File: src/rtl/pmem_arbiter_pkg.sv
// Shared types for the physical-memory arbiter: FSM states, requester sides
// and the default memory line type.
package pmem_arbiter_pkg;

    localparam int PMEM_ADDR_W = 16;
    localparam int PMEM_LINE_W = 128;

    typedef enum logic [1:0] {
        ARB_IDLE    = 2'd0,
        ARB_SERVE_I = 2'd1,
        ARB_SERVE_D = 2'd2,
        ARB_RELEASE = 2'd3
    } arb_state_t;

    typedef enum logic {
        SIDE_I = 1'b0,
        SIDE_D = 1'b1
    } arb_side_t;

    typedef logic [PMEM_LINE_W-1:0] pmem_line_t;

endpackage

File: src/rtl/pmem_arbiter.sv
// Shares one physical-memory port between the I-cache and D-cache controllers,
// latching the winner's request and routing the completion back to it alone.
module pmem_arbiter
    import pmem_arbiter_pkg::*;
#(
    parameter int ADDR_W = 16,
    parameter int LINE_W = 128,
    parameter int FAIR   = 1
) (
    input  logic              clk,
    input  logic              rst_n,
    input  logic              i_read,
    input  logic              i_write,
    input  logic [ADDR_W-1:0] i_address,
    input  logic [LINE_W-1:0] i_wdata,
    output logic              i_resp,
    input  logic              d_read,
    input  logic              d_write,
    input  logic [ADDR_W-1:0] d_address,
    input  logic [LINE_W-1:0] d_wdata,
    output logic              d_resp,
    output logic [LINE_W-1:0] rdata,
    output logic              pmem_read,
    output logic              pmem_write,
    output logic [ADDR_W-1:0] pmem_address,
    output logic [LINE_W-1:0] pmem_wdata,
    input  logic [LINE_W-1:0] pmem_rdata,
    input  logic              pmem_resp
);

    localparam logic [1:0] IDLE    = ARB_IDLE;
    localparam logic [1:0] SERVE_I = ARB_SERVE_I;
    localparam logic [1:0] SERVE_D = ARB_SERVE_D;
    localparam logic [1:0] RELEASE = ARB_RELEASE;

    logic [1:0]        state;
    arb_side_t         last_grant;
    logic [ADDR_W-1:0] addr_q;
    logic [LINE_W-1:0] wdata_q;
    logic              write_q;

    logic              i_req;
    logic              d_req;
    logic              pick_d;
    logic [ADDR_W-1:0] win_addr;
    logic [LINE_W-1:0] win_wdata;
    logic              win_write;

    assign i_req = i_read | i_write;
    assign d_req = d_read | d_write;

    // Round-robin favours whichever side did not win last; fixed mode favours D.
    always_comb begin
        pick_d = 1'b0;
        if (d_req && !i_req) begin
            pick_d = 1'b1;
        end else if (d_req && i_req) begin
            if (FAIR == 0) begin
                pick_d = 1'b1;
            end else begin
                pick_d = (last_grant == SIDE_I);
            end
        end
        win_addr  = pick_d ? d_address : i_address;
        win_wdata = pick_d ? d_wdata   : i_wdata;
        // A simultaneous read and write is served as a write.
        win_write = pick_d ? d_write   : i_write;
    end

    always_ff @(posedge clk or negedge rst_n) begin
        if (!rst_n) begin
            state      <= IDLE;
            last_grant <= SIDE_I;
            addr_q     <= '0;
            wdata_q    <= '0;
            write_q    <= 1'b0;
        end else begin
            case (state)
                IDLE: begin
                    if (i_req || d_req) begin
                        state      <= pick_d ? SERVE_D : SERVE_I;
                        last_grant <= pick_d ? SIDE_D : SIDE_I;
                        addr_q     <= win_addr;
                        wdata_q    <= win_wdata;
                        write_q    <= win_write;
                    end
                end
                SERVE_I, SERVE_D: begin
                    if (pmem_resp) begin
                        state <= RELEASE;
                    end
                end
                RELEASE: state <= IDLE;
                default: state <= IDLE;
            endcase
        end
    end

    // RELEASE keeps everything quiet for one cycle so the cache can drop its request.
    always_comb begin
        pmem_read  = 1'b0;
        pmem_write = 1'b0;
        i_resp     = 1'b0;
        d_resp     = 1'b0;
        case (state)
            SERVE_I: begin
                pmem_read  = ~write_q;
                pmem_write = write_q;
                i_resp     = pmem_resp;
            end
            SERVE_D: begin
                pmem_read  = ~write_q;
                pmem_write = write_q;
                d_resp     = pmem_resp;
            end
            default: ;
        endcase
    end

    assign pmem_address = addr_q;
    assign pmem_wdata   = wdata_q;
    assign rdata        = pmem_rdata;

endmodule
File: config.mk
export PLATFORM = sky130hd
export DESIGN_NAME = pmem_arbiter
export DESIGN_NICKNAME = d
export VERILOG_FILES = /design/src/rtl/pmem_arbiter_pkg.sv /design/src/rtl/pmem_arbiter.sv
export SDC_FILE = /design/constraint.sdc
export NUM_CORES = 1
export LEC_CHECK = 0
export ABC_CLOCK_PERIOD_IN_PS = 2050
export CAP_MARGIN = 20
export CORE_AREA = 2 2 272 274
export DETAILED_ROUTE_END_ITERATION = 10
export DIE_AREA = 0 0 274 276
export PLACE_DENSITY = 0.42
export SLEW_MARGIN = 20
export SYNTH_ARGS = -nofsm -noshare
export SYNTH_HDL_FRONTEND = slang
export SYNTH_SLANG_ARGS = --single-unit
File: constraint.sdc
create_clock -name clk -period 2.05 [get_ports clk]
set_input_delay 0.205 -clock clk [delete_from_list [all_inputs] [get_ports clk]]
set_output_delay 0.205 -clock clk [all_outputs]
set_load 0.02 [all_outputs]
==> metrics, run 1 <==
post-synth cell types=29; Hold Crit Class=in2async; I/O Buffers=around 440; routed vias=8612; Worst-Skew Late Latency=0.47 ns; Cell Count, Final, Fillers Out=between 2000 and 2500; vias per inst=about 3.8; max_cap viols=0; initial antenna violation count=0; Final Max Tran Viols=0; Max Clock Freq=between 500 and 600 MHz; nature of the critical path startpoint=flip-flop; Net Count, Synth=around 1400; Hold Worst Slack=approximately 0.28 ns; Initial Util=11.3%; drc violations=0; worst r2r src=state[0]; sequential area share after synthesis=45.0%; total grt overflow=0; buffers and inverters on the worst path=2; worst slew pin tran=approximately 0.52 ns; Worst-path clk slew=roughly 0.080 ns; Largest stage delay, worst path=slightly below 0.4 ns; Final Hold Vio Count=0; PwrDens=1450 nW/um2; peak supply drop=~0.0007 V; die width=~270 um; RePlAce Congestion=~0.9; share of layout cells above drive strength 1=~8.8%; num rows=99; Mean Syn Cell Area=roughly 8.4 um2; critical path type=reg2out; Worst R2R Setup Slack=0.19 ns; area leader, netlist=dfrtp_1; family with the most delay on the worst path=flip-flops; multi-input logic area=about 3100 um2; Die Span Y=around 280 um; Detail Route Antenna Nets=0; Worst R2R Path Depth=7; RSZ-0062 raised after global routing=false; Final period util=between 90% and 100%; worst reg2reg endpoint=pmem_wdata[4]; number of global-route vias before repair=about 9000; largest net degree at the start of global routing=75; Lkg Pwr=5.12 nW; Sum Neg Setup Slack=0 ns; Synth Register Bits=148; area added between synthesis and finish=68.9%; drt first pass iters=5; post-synth top area share=a little under half; Synth warnings=0; Setup crit end kind=output port; initial drt markers=approximately 460; Sequential Area=3700 um2; Tot GR Track Use=roughly 11%; CTS Buffer Depth=2; Cell Area, Synth=just over 8000 um2; core area=72600 um2; Post-synth EDFFs=0; Worst EP arrival=1.73 ns; CTS tree=done; Slew headroom=approximately 65%; main flop type after synthesis=dfrtp_1; top post-synthesis cells by area=dfrtp_1, buf_4, a31oi_1; H-tree levels=4; first-pass GRT wire length=about 60 mm; root buffer cell=clkbuf_16; critical-path cell list=inv_1 > ha_1 > nor2b_2 > clkdlybuf4s15_2; min Tclk post-route=1.94 ns; die area=between 70000 and 80000 um2; FFs w/ async S/R, synth=100%; Crit-path slowest cell=dfrtp_1; run status=finished clean; Critical Path Fanout Max=3; dpl hpwl=between 30 and 40 mm; Sink Count=roughly 150; dpl cells=2235; cell count after synthesis=just under 1000; Setup Fix Bufs, Post-CTS=0; fill cell total of the finished layout=8093; nets=about 1700; Routed WL=42.4 mm; CTS buffer count=17; Layout Skew=0.0199 ns; Critical Path RT=about 1.9 ns; setup violators final=0; most frequent cells in the layout=clkdlybuf4s50_1, dfrtp_1, nand3_1; I/O pin total=699; most common cell after layout, fill and taps aside=clkdlybuf4s50_1; routed len/inst=roughly 19 um
[state kept, by name (all words and copies together), names as in the netlist]
register	cells
pmem_wdata	128
pmem_address	16
write_q	1
last_grant	1
state	2
[metal layers]
metal	GRT usage (%)	vias up	wire length [um]
li1	-	3990	-
met1	11.0	4055	15100
met2	19.0	473	21200
met3	3.83	94	3840
met4	6.61	0	2250
met5	0	-	0
[cells in the mapped netlist (2+ instances only)]
library cell and number:
a31oi_1 144, and2_1 3, buf_1 2, buf_2 33, buf_4 134, buf_6 2
clkbuf_1 53, dfrtp_1 148, ha_1 3, inv_1 4, nand2b_1 2, nand3_1 146
nor2_1 145, nor3b_1 3, o21ai_0 146, o22ai_1 2
[power by group]
group | internal, W | switching, W
clock network | 0.00183 | 0.00154
registers | 0.00446 | 0.000897
logic | 0.00519 | 0.00624
total | 0.0115 | 0.00868
[layout make-up]
| type | count | share of cell area [%] |
|---|---|---|
| diodes | 1 | 0.0180 |
| clock buffers | 18 | 3.09 |
| clock inverters | 14 | 1.20 |
| inverters | 4 | 0.108 |
| multi-input cells | 607 | 22.5 |
| flip-flops and latches | 148 | 26.7 |
| well taps | 959 | 8.64 |
| repair buffers | 518 | 37.7 |
[stage by stage]
step                      utilization [%]  power (W)  area (um2)  setup WS [ns]
after global routing                 19.1     0.0216       13900         0.0215
after global placement               18.3     0.0170       13300         0.0881
after CTS                            19.1     0.0206       13900         0.0275
after floorplan                         -     0.0114        8220          0.384
final                                19.1     0.0202       13900          0.112
after detailed placement             18.3     0.0170       13300         0.0616
[how the worst max path moves through the flow]
stage / start / slack (ns) / endpoint / cells after the start
2_1_floorplan: state[0] / 0.38 / pmem_wdata[21] / 8
3_3_place_gp: i_read / 0.09 / pmem_wdata[10] / 6
3_5_place_dp: d_read / 0.06 / pmem_wdata[4] / 6
4_1_cts: state[0] / 0.03 / pmem_read / 4
5_1_grt: state[0] / 0.02 / pmem_read / 4
6_report: state[0] / 0.11 / pmem_read / 4
[kinds of logic (layout without fill, tap and decap cells)]
kind of cell / count (synthesis) / count (layout) / synth area share [%]
AO/OA/AOI/OAI: 298 / 298 / 20.6
adder cells (fa/ha/maj): 3 / 3 / 0.456
buffers and inverters: 228 / 554 / 17.2
flip-flops: 148 / 148 / 45.0
other: 0 / 1 / 0
AND/OR/NAND/NOR: 306 / 306 / 16.7
[what timing repair did]
action | in CTS | in global routing
resized for setup | 10 | 0
endpoints found under the hold margin | 40 | 0
endpoints found under the setup margin | 4 | 0
hold buffers | 1 | 0
[worst register-to-register path: cells and delay by family, from the launching register on]
kind	cells	cell delay (ns)
adder cells (fa/ha/maj)	1	0.21
AND/OR/NAND/NOR	1	0.11
buffers and inverters	3	0.63
flip-flops	1	0.41
AO/OA/AOI/OAI	2	0.40
Power figures use the tool's default switching activity.
==> inputs of run 2 (changes only) <==
--- a/config.mk
+++ b/config.mk
@@ -10,6 +10,8 @@
 export CORE_AREA = 2 2 272 274
 export DETAILED_ROUTE_END_ITERATION = 10
 export DIE_AREA = 0 0 274 276
+export GPL_TIMING_DRIVEN = 0
+export HOLD_SLACK_MARGIN = 0.03
 export PLACE_DENSITY = 0.42
 export SLEW_MARGIN = 20
 export SYNTH_ARGS = -nofsm -noshare
==> run 2 against run 1 <==
- final cell count rose by 12%
- wire length up 24%
- register-to-register slack worse by 0.02 ns
- non-clock buffer count is 281 higher
- combinational power rose by 9.6%
- hold slack got worse by 0.0095 ns
- critical endpoint is now i_resp
- worst setup slack improved by 0.033 ns
- critical path type unchanged
- largest cell class unchanged
- sequential power grew 0.7%
==> metrics, run 2 (synthesis gave the netlist of run 1 again) <==
CTS Buffer Depth=2 (unchanged); Tot GR Track Use=13.4% (was 10.8%); Total Power=0.0217 W (was 0.0202 W); Cell Count, Final, Fillers Out=2552 (was 2269); RePlAce Congestion=0.881 (was 0.924); min Tclk post-route=1.91 ns (was 1.94 ns); Sequential Area=3700 um2 (unchanged); share of layout cells above drive strength 1=14.2% (was 8.79%); Worst EP arrival=1.70 ns (was 1.73 ns); CTS buffer count=17 (unchanged); Layout Skew=0.00957 ns (was 0.0199 ns); dpl hpwl=42.0 mm (was 32.4 mm); fill cell total of the finished layout=8048 (was 8093); Detail Route Antenna Nets=0 (unchanged); RSZ-0062 raised after global routing=false (unchanged); CTS tree=done (unchanged); setup violators final=0 (unchanged); run status=finished clean (unchanged); final core utilization=22.0% (was 19.1%); number of global-route vias before repair=10600 (was 8917); Worst-Skew Late Latency=0.47 ns (about the same); max_cap viols=0 (unchanged); Routed WL=52.5 mm (was 42.4 mm); Slew headroom=50.8% (was 65.2%); most common cell after layout, fill and taps aside=clkdlybuf4s50_1 (unchanged); root buffer cell=clkbuf_16 (unchanged); multi-input logic area=3120 um2 (was 3130 um2); Post-DP Area=15200 um2 (was 13300 um2); Sink Count=148 (unchanged); worst slew pin tran=0.731 ns (was 0.521 ns); first-pass GRT wire length=73.6 mm (was 59.9 mm); initial drt markers=407 (was 455); routed len/inst=20.6 um (was 18.7 um); H-tree levels=4 (unchanged); Critical Path RT=1.85 ns (about the same); Setup crit end kind=output port (unchanged); Hold Crit Class=in2async (unchanged); Hold Worst Slack=0.266 ns (was 0.275 ns); area added between synthesis and finish=93.8% (was 68.9%); Crit-path slowest cell=dfrtp_1 (unchanged); PwrDens=1360 nW/um2 (was 1450 nW/um2); Critical Path Fanout Max=3 (unchanged); nets=2003 (was 1722); initial antenna violation count=2 (was 0); die width=274 um (unchanged); most frequent cells in the layout=clkdlybuf4s50_1, dfrtp_1, buf_4 (was clkdlybuf4s50_1, dfrtp_1, nand3_1); dpl cells=2513 (was 2235); critical path type=reg2out (unchanged); vias per inst=3.88 (was 3.80); Max Clock Freq=525 MHz (was 516 MHz); Final Max Tran Viols=0 (unchanged); Die Span Y=276 um (unchanged); family with the most delay on the worst path=buffers and inverters (was flip-flops); I/O pin total=699 (unchanged); Final period util=92.9% (was 94.6%); number of flip-flops in the largest register=128 (unchanged); Final Hold Vio Count=0 (unchanged); critical-path cell list=inv_1 > ha_1 > and2_1 > dlygate4sd2_1 (was inv_1 > ha_1 > nor2b_2 > clkdlybuf4s15_2); drc violations=0 (unchanged); nature of the critical path startpoint=flip-flop (unchanged); die area=75600 um2 (unchanged); I/O Buffers=570 (was 442); total grt overflow=0 (unchanged); Worst-path clk slew=0.07 ns (was 0.08 ns); drt first pass iters=6 (was 5); Largest stage delay, worst path=0.40 ns (was 0.39 ns); cell area after layout=15900 um2 (was 13900 um2); routed vias=9911 (was 8612); core area=72600 um2 (unchanged); Initial Util=11.3% (unchanged); largest net degree at the start of global routing=81 (was 75); num rows=99 (unchanged); buffers and inverters on the worst path=2 (unchanged); Lkg Pwr=6.15 nW (was 5.12 nW); peak supply drop=0.000562 V (was 0.000698 V)
run 2: cell types whose count changed in the layout (fill, tap and decap cells not counted), sizes merged:
cell,delta
clkinv,+1
buf,+101
bufinv,+3
clkdlybuf4s15,-1
clkbuf,+54
clkinvlp,-2
clkdlybuf4s50,+128
inv,-3
diode,+2
run 2: cell type report:
cell class	count	share of cell area, %
Antenna cell	3	0.0471
Buffer	223	9.20
Clock buffer	19	2.78
Clock inverter	13	1.37
Inverter	4	0.0942
Multi-Input combinational cell	607	19.6
Sequential cell	148	23.2
Tap cell	959	7.53
Timing Repair Buffer	576	36.2
run 2: repair_timing:
item | 4_1_cts | 5_1_grt
resized for setup | 38 | 14
buffers inserted | 2 | 2
setup endpoints to repair | 151 | 128
hold endpoints to repair | 68 | 0
hold buffers | 1 | 0
pin swaps | 1 | 1
run 2: where the power goes:
group / switching [W] / total (W) / internal [W] / leakage (nW)
Sequential: 0.000936 / 0.00540 / 0.00446 / 1.66
Combinational: 0.00720 / 0.0125 / 0.00533 / 4.17
Clock: 0.00151 / 0.00373 / 0.00221 / 0.319
run 2: through the flow:
stage	setup WS [ns]	setup TNS (ns)
3_5_place_dp	-1.10	-84.84
2_1_floorplan	0.384	0
3_3_place_gp	-6.41	-1021.98
6_report	0.145	0
4_1_cts	0.000851	0
5_1_grt	0.000315	0
run 2: final timing paths:
path                                  from              end  slack (ns)  cells after the start
min in group clk               i_wdata[29]   pmem_wdata[29]        0.31                      3
min                                  rst_n   pmem_wdata[21]        0.27                      2
max reg2reg                       state[0]   pmem_wdata[97]        0.17                      8
max                               state[1]           i_resp        0.14                      4
max in group asynchronous            rst_n       last_grant        0.88                      3
min reg2reg                pmem_wdata[104]  pmem_wdata[104]        0.55                      2
run 2: metal layers:
metal	vias up	global-route usage [%]	wire length, um
li1	4549	-	-
met1	4820	13.8	19400
met2	492	25.0	27400
met3	50	4.00	4040
met4	0	5.45	1700
met5	-	0	0
==> inputs of run 3 (changes only) <==
--- a/config.mk
+++ b/config.mk
@@ -5,7 +5,7 @@
 export SDC_FILE = /design/constraint.sdc
 export NUM_CORES = 1
 export LEC_CHECK = 0
-export ABC_CLOCK_PERIOD_IN_PS = 2050
+export ABC_CLOCK_PERIOD_IN_PS = 2200
 export CAP_MARGIN = 20
 export CORE_AREA = 2 2 272 274
 export DETAILED_ROUTE_END_ITERATION = 10
==> constraint.sdc (replaced) <==
create_clock -name clk -period 2.2 [get_ports clk]
set_input_delay 0.22 -clock clk [delete_from_list [all_inputs] [get_ports clk]]
set_output_delay 0.22 -clock clk [all_outputs]
set_load 0.02 [all_outputs]
==> run 3 against run 2 <==
- final cell count about the same
- sequential cell count did not move
- clock skew up 0.0027 ns
- combinational power down 7%
- worst setup slack better by 0.046 ns
- final area decreased by 0.13%
- critical path depth unchanged
- sequential power shrank 6.9%
- wire length down 0.16%
- critical path type unchanged
- largest cell class unchanged
==> metrics, run 3 (synthesis gave the netlist of run 1 again) <==
H-tree levels=4 (unchanged); Die Span Y=276 um (unchanged); Final Max Tran Viols=0 (unchanged); Hold Worst Slack=0.283 ns (was 0.266 ns); total grt overflow=0 (unchanged); routed len/inst=20.6 um (about the same); Detail Route Antenna Nets=0 (unchanged); Int Power=0.0112 W (was 0.0120 W); Worst R2R Path Depth=5 (was 8); first-pass GRT wire length=73.5 mm (was 73.6 mm); Final period util=between 90% and 100%; Largest stage delay, worst path=0.38 ns (was 0.40 ns); critical path type=reg2out (unchanged); critical-path cell list=inv_1 > ha_4 > and2_1 > dlygate4sd2_1 (was inv_1 > ha_1 > and2_1 > dlygate4sd2_1); family with the most delay on the worst path=buffers and inverters (unchanged); Total Power=0.0201 W (was 0.0217 W); Worst-path clk slew=0.07 ns (about the same); RSZ-0062 raised after global routing=true (was false); dpl hpwl=42.0 mm (unchanged); Worst EP arrival=1.79 ns (was 1.70 ns); Critical Path Fanout Max=7 (was 3); drt first pass iters=4 (was 6); most common cell after layout, fill and taps aside=clkdlybuf4s50_1 (unchanged); Final Hold Vio Count=0 (unchanged); Initial Util=11.3% (unchanged); worst r2r src=last_grant (was state[0]); die area=75600 um2 (unchanged); fill cell total of the finished layout=8048 (unchanged); initial antenna violation count=2 (unchanged); Worst R2R Setup Slack=0.21 ns (was 0.17 ns); Setup Slack @ Placement=-0.962 ns (was -1.10 ns); dpl cells=2513 (unchanged); Lkg Pwr=6.13 nW (was 6.15 nW); nets=2001 (was 2003); total net switching power=0.00897 W (was 0.00965 W); sequential power share=25.0% (was 24.9%); share of layout cells above drive strength 1=13.8% (was 14.2%); final worst slack=0.191 ns (was 0.145 ns); top routing layer used=met4 (unchanged); routed vias=9916 (was 9911); CTS tree=done (unchanged); PwrDens=1260 nW/um2 (was 1360 nW/um2); initial drt markers=451 (was 407); I/O Buffers=570 (unchanged); final core utilization=21.9% (was 22.0%); core area=72600 um2 (unchanged); Net Sw Frac=44.6% (about the same); Crit-path slowest cell=dfrtp_1 (unchanged); Setup crit end kind=output port (unchanged); root buffer cell=clkbuf_16 (unchanged); Sink Count=148 (unchanged); most frequent cells in the layout=clkdlybuf4s50_1, dfrtp_1, o21ai_0, nand3_1, nor2_1 (was clkdlybuf4s50_1, dfrtp_1, buf_4); metal3 WL=4.16 mm (was 4.04 mm); RePlAce Congestion=0.881 (unchanged); worst slew pin tran=0.805 ns (was 0.731 ns); setup violators final=0 (unchanged); Worst-Skew Late Latency=0.47 ns (about the same); Max Clock Freq=between 400 and 500 MHz; min Tclk post-route=2.01 ns; area added between synthesis and finish=93.5% (was 93.8%); Routed WL=52.5 mm (about the same); I/O pin total=699 (unchanged); run status=finished clean (unchanged); buffers and inverters on the worst path=2 (unchanged); max_cap viols=0 (unchanged); num rows=99 (unchanged); worst reg2reg endpoint=pmem_wdata[68] (was pmem_wdata[97]); CTS buffer count=17 (unchanged); nature of the critical path startpoint=flip-flop (unchanged); wire length on met2=27.1 mm (was 27.4 mm); number of flip-flops in the largest register=128 (unchanged); largest net degree at the start of global routing=81 (unchanged); vias per inst=3.89 (was 3.88); peak supply drop=0.000525 V (was 0.000562 V); Layout Skew=0.0122 ns (was 0.00957 ns); number of global-route vias before repair=10600 (about the same); wl on met1=19.2 mm (was 19.4 mm); CTS Buffer Depth=2 (unchanged); drc violations=0 (unchanged); Critical Path RT=1.98 ns (was 1.85 ns); Slew headroom=45.9% (was 50.8%); Tot GR Track Use=13.4% (unchanged); combinational power share=57.7% (was 57.8%); Cell Count, Final, Fillers Out=2550 (was 2552); die width=274 um (unchanged); Clock power frac=17.3% (was 17.2%); Hold Crit Class=in2async (unchanged)
-- run 3: what timing repair did --
| item | CTS | global route |
|---|---|---|
| gates resized for setup | 18 | 24 |
| endpoints found under the hold margin | 68 | 0 |
| pin swaps | 1 | 0 |
| setup endpoints to repair | 149 | 104 |
| setup buffers | 1 | 1 |
| hold buffers | 1 | 0 |
-- run 3: how the worst max path moves through the flow --
| stage | slack, ns | cells past startpoint | startpoint | endpoint |
|---|---|---|---|---|
| 2_1_floorplan | 0.53 | 8 | state[0] | pmem_wdata[21] |
| 3_3_place_gp | -6.27 | 1 | rst_n | pmem_wdata[93] |
| 3_5_place_dp | -0.96 | 6 | d_write | pmem_wdata[68] |
| 4_1_cts | 0.01 | 7 | state[0] | pmem_wdata[90] |
| 5_1_grt | -0.006 | 5 | last_grant | pmem_wdata[66] |
| 6_report | 0.19 | 4 | state[0] | pmem_write |
-- run 3: power by group through the flow --
stage                     clock network, W  registers (W)  logic [W]
after global routing               0.00371        0.00521     0.0126
after floorplan                          0        0.00655    0.00410
after CTS                          0.00362        0.00506     0.0118
after global placement                   0        0.00503     0.0117
final                              0.00348        0.00503     0.0116
after detailed placement                 0        0.00508     0.0117
-- run 3: stage by stage --
step | instance area (um2) | TNS (ns)
after detailed placement | 15200 | -63.55
final | 15900 | 0
after floorplan | 8220 | 0
after CTS | 15900 | 0
after global routing | 15900 | -0.00814
after global placement | 15100 | -980.72
-- run 3: worst register-to-register path, delay by kind of cell, from the launching register on --
| kind | cells | cell delay (ns) |
|---|---|---|
| simple gates | 1 | 0.16 |
| compound gates | 2 | 0.32 |
| flops | 1 | 0.43 |
| buf+inv | 2 | 0.99 |
-- run 3: layout make-up --
class | count | area, um2 | area share, %
diodes | 3 | 7.51 | 0.0472
plain buffers | 223 | 1460 | 9.16
clock buffers | 19 | 443 | 2.78
clock inverters | 13 | 219 | 1.38
inverters | 4 | 15.0 | 0.0943
multi-input cells | 607 | 3120 | 19.6
flip-flops and latches | 148 | 3700 | 23.3
well taps | 959 | 1200 | 7.54
repair buffers | 574 | 5750 | 36.1
-- run 3: per-layer routing --
layer / vias up / global-route usage [%]
li1: 4547 / -
met1: 4806 / 13.8
met2: 507 / 24.8
met3: 56 / 4.06
met4: 0 / 5.81
met5: - / 0
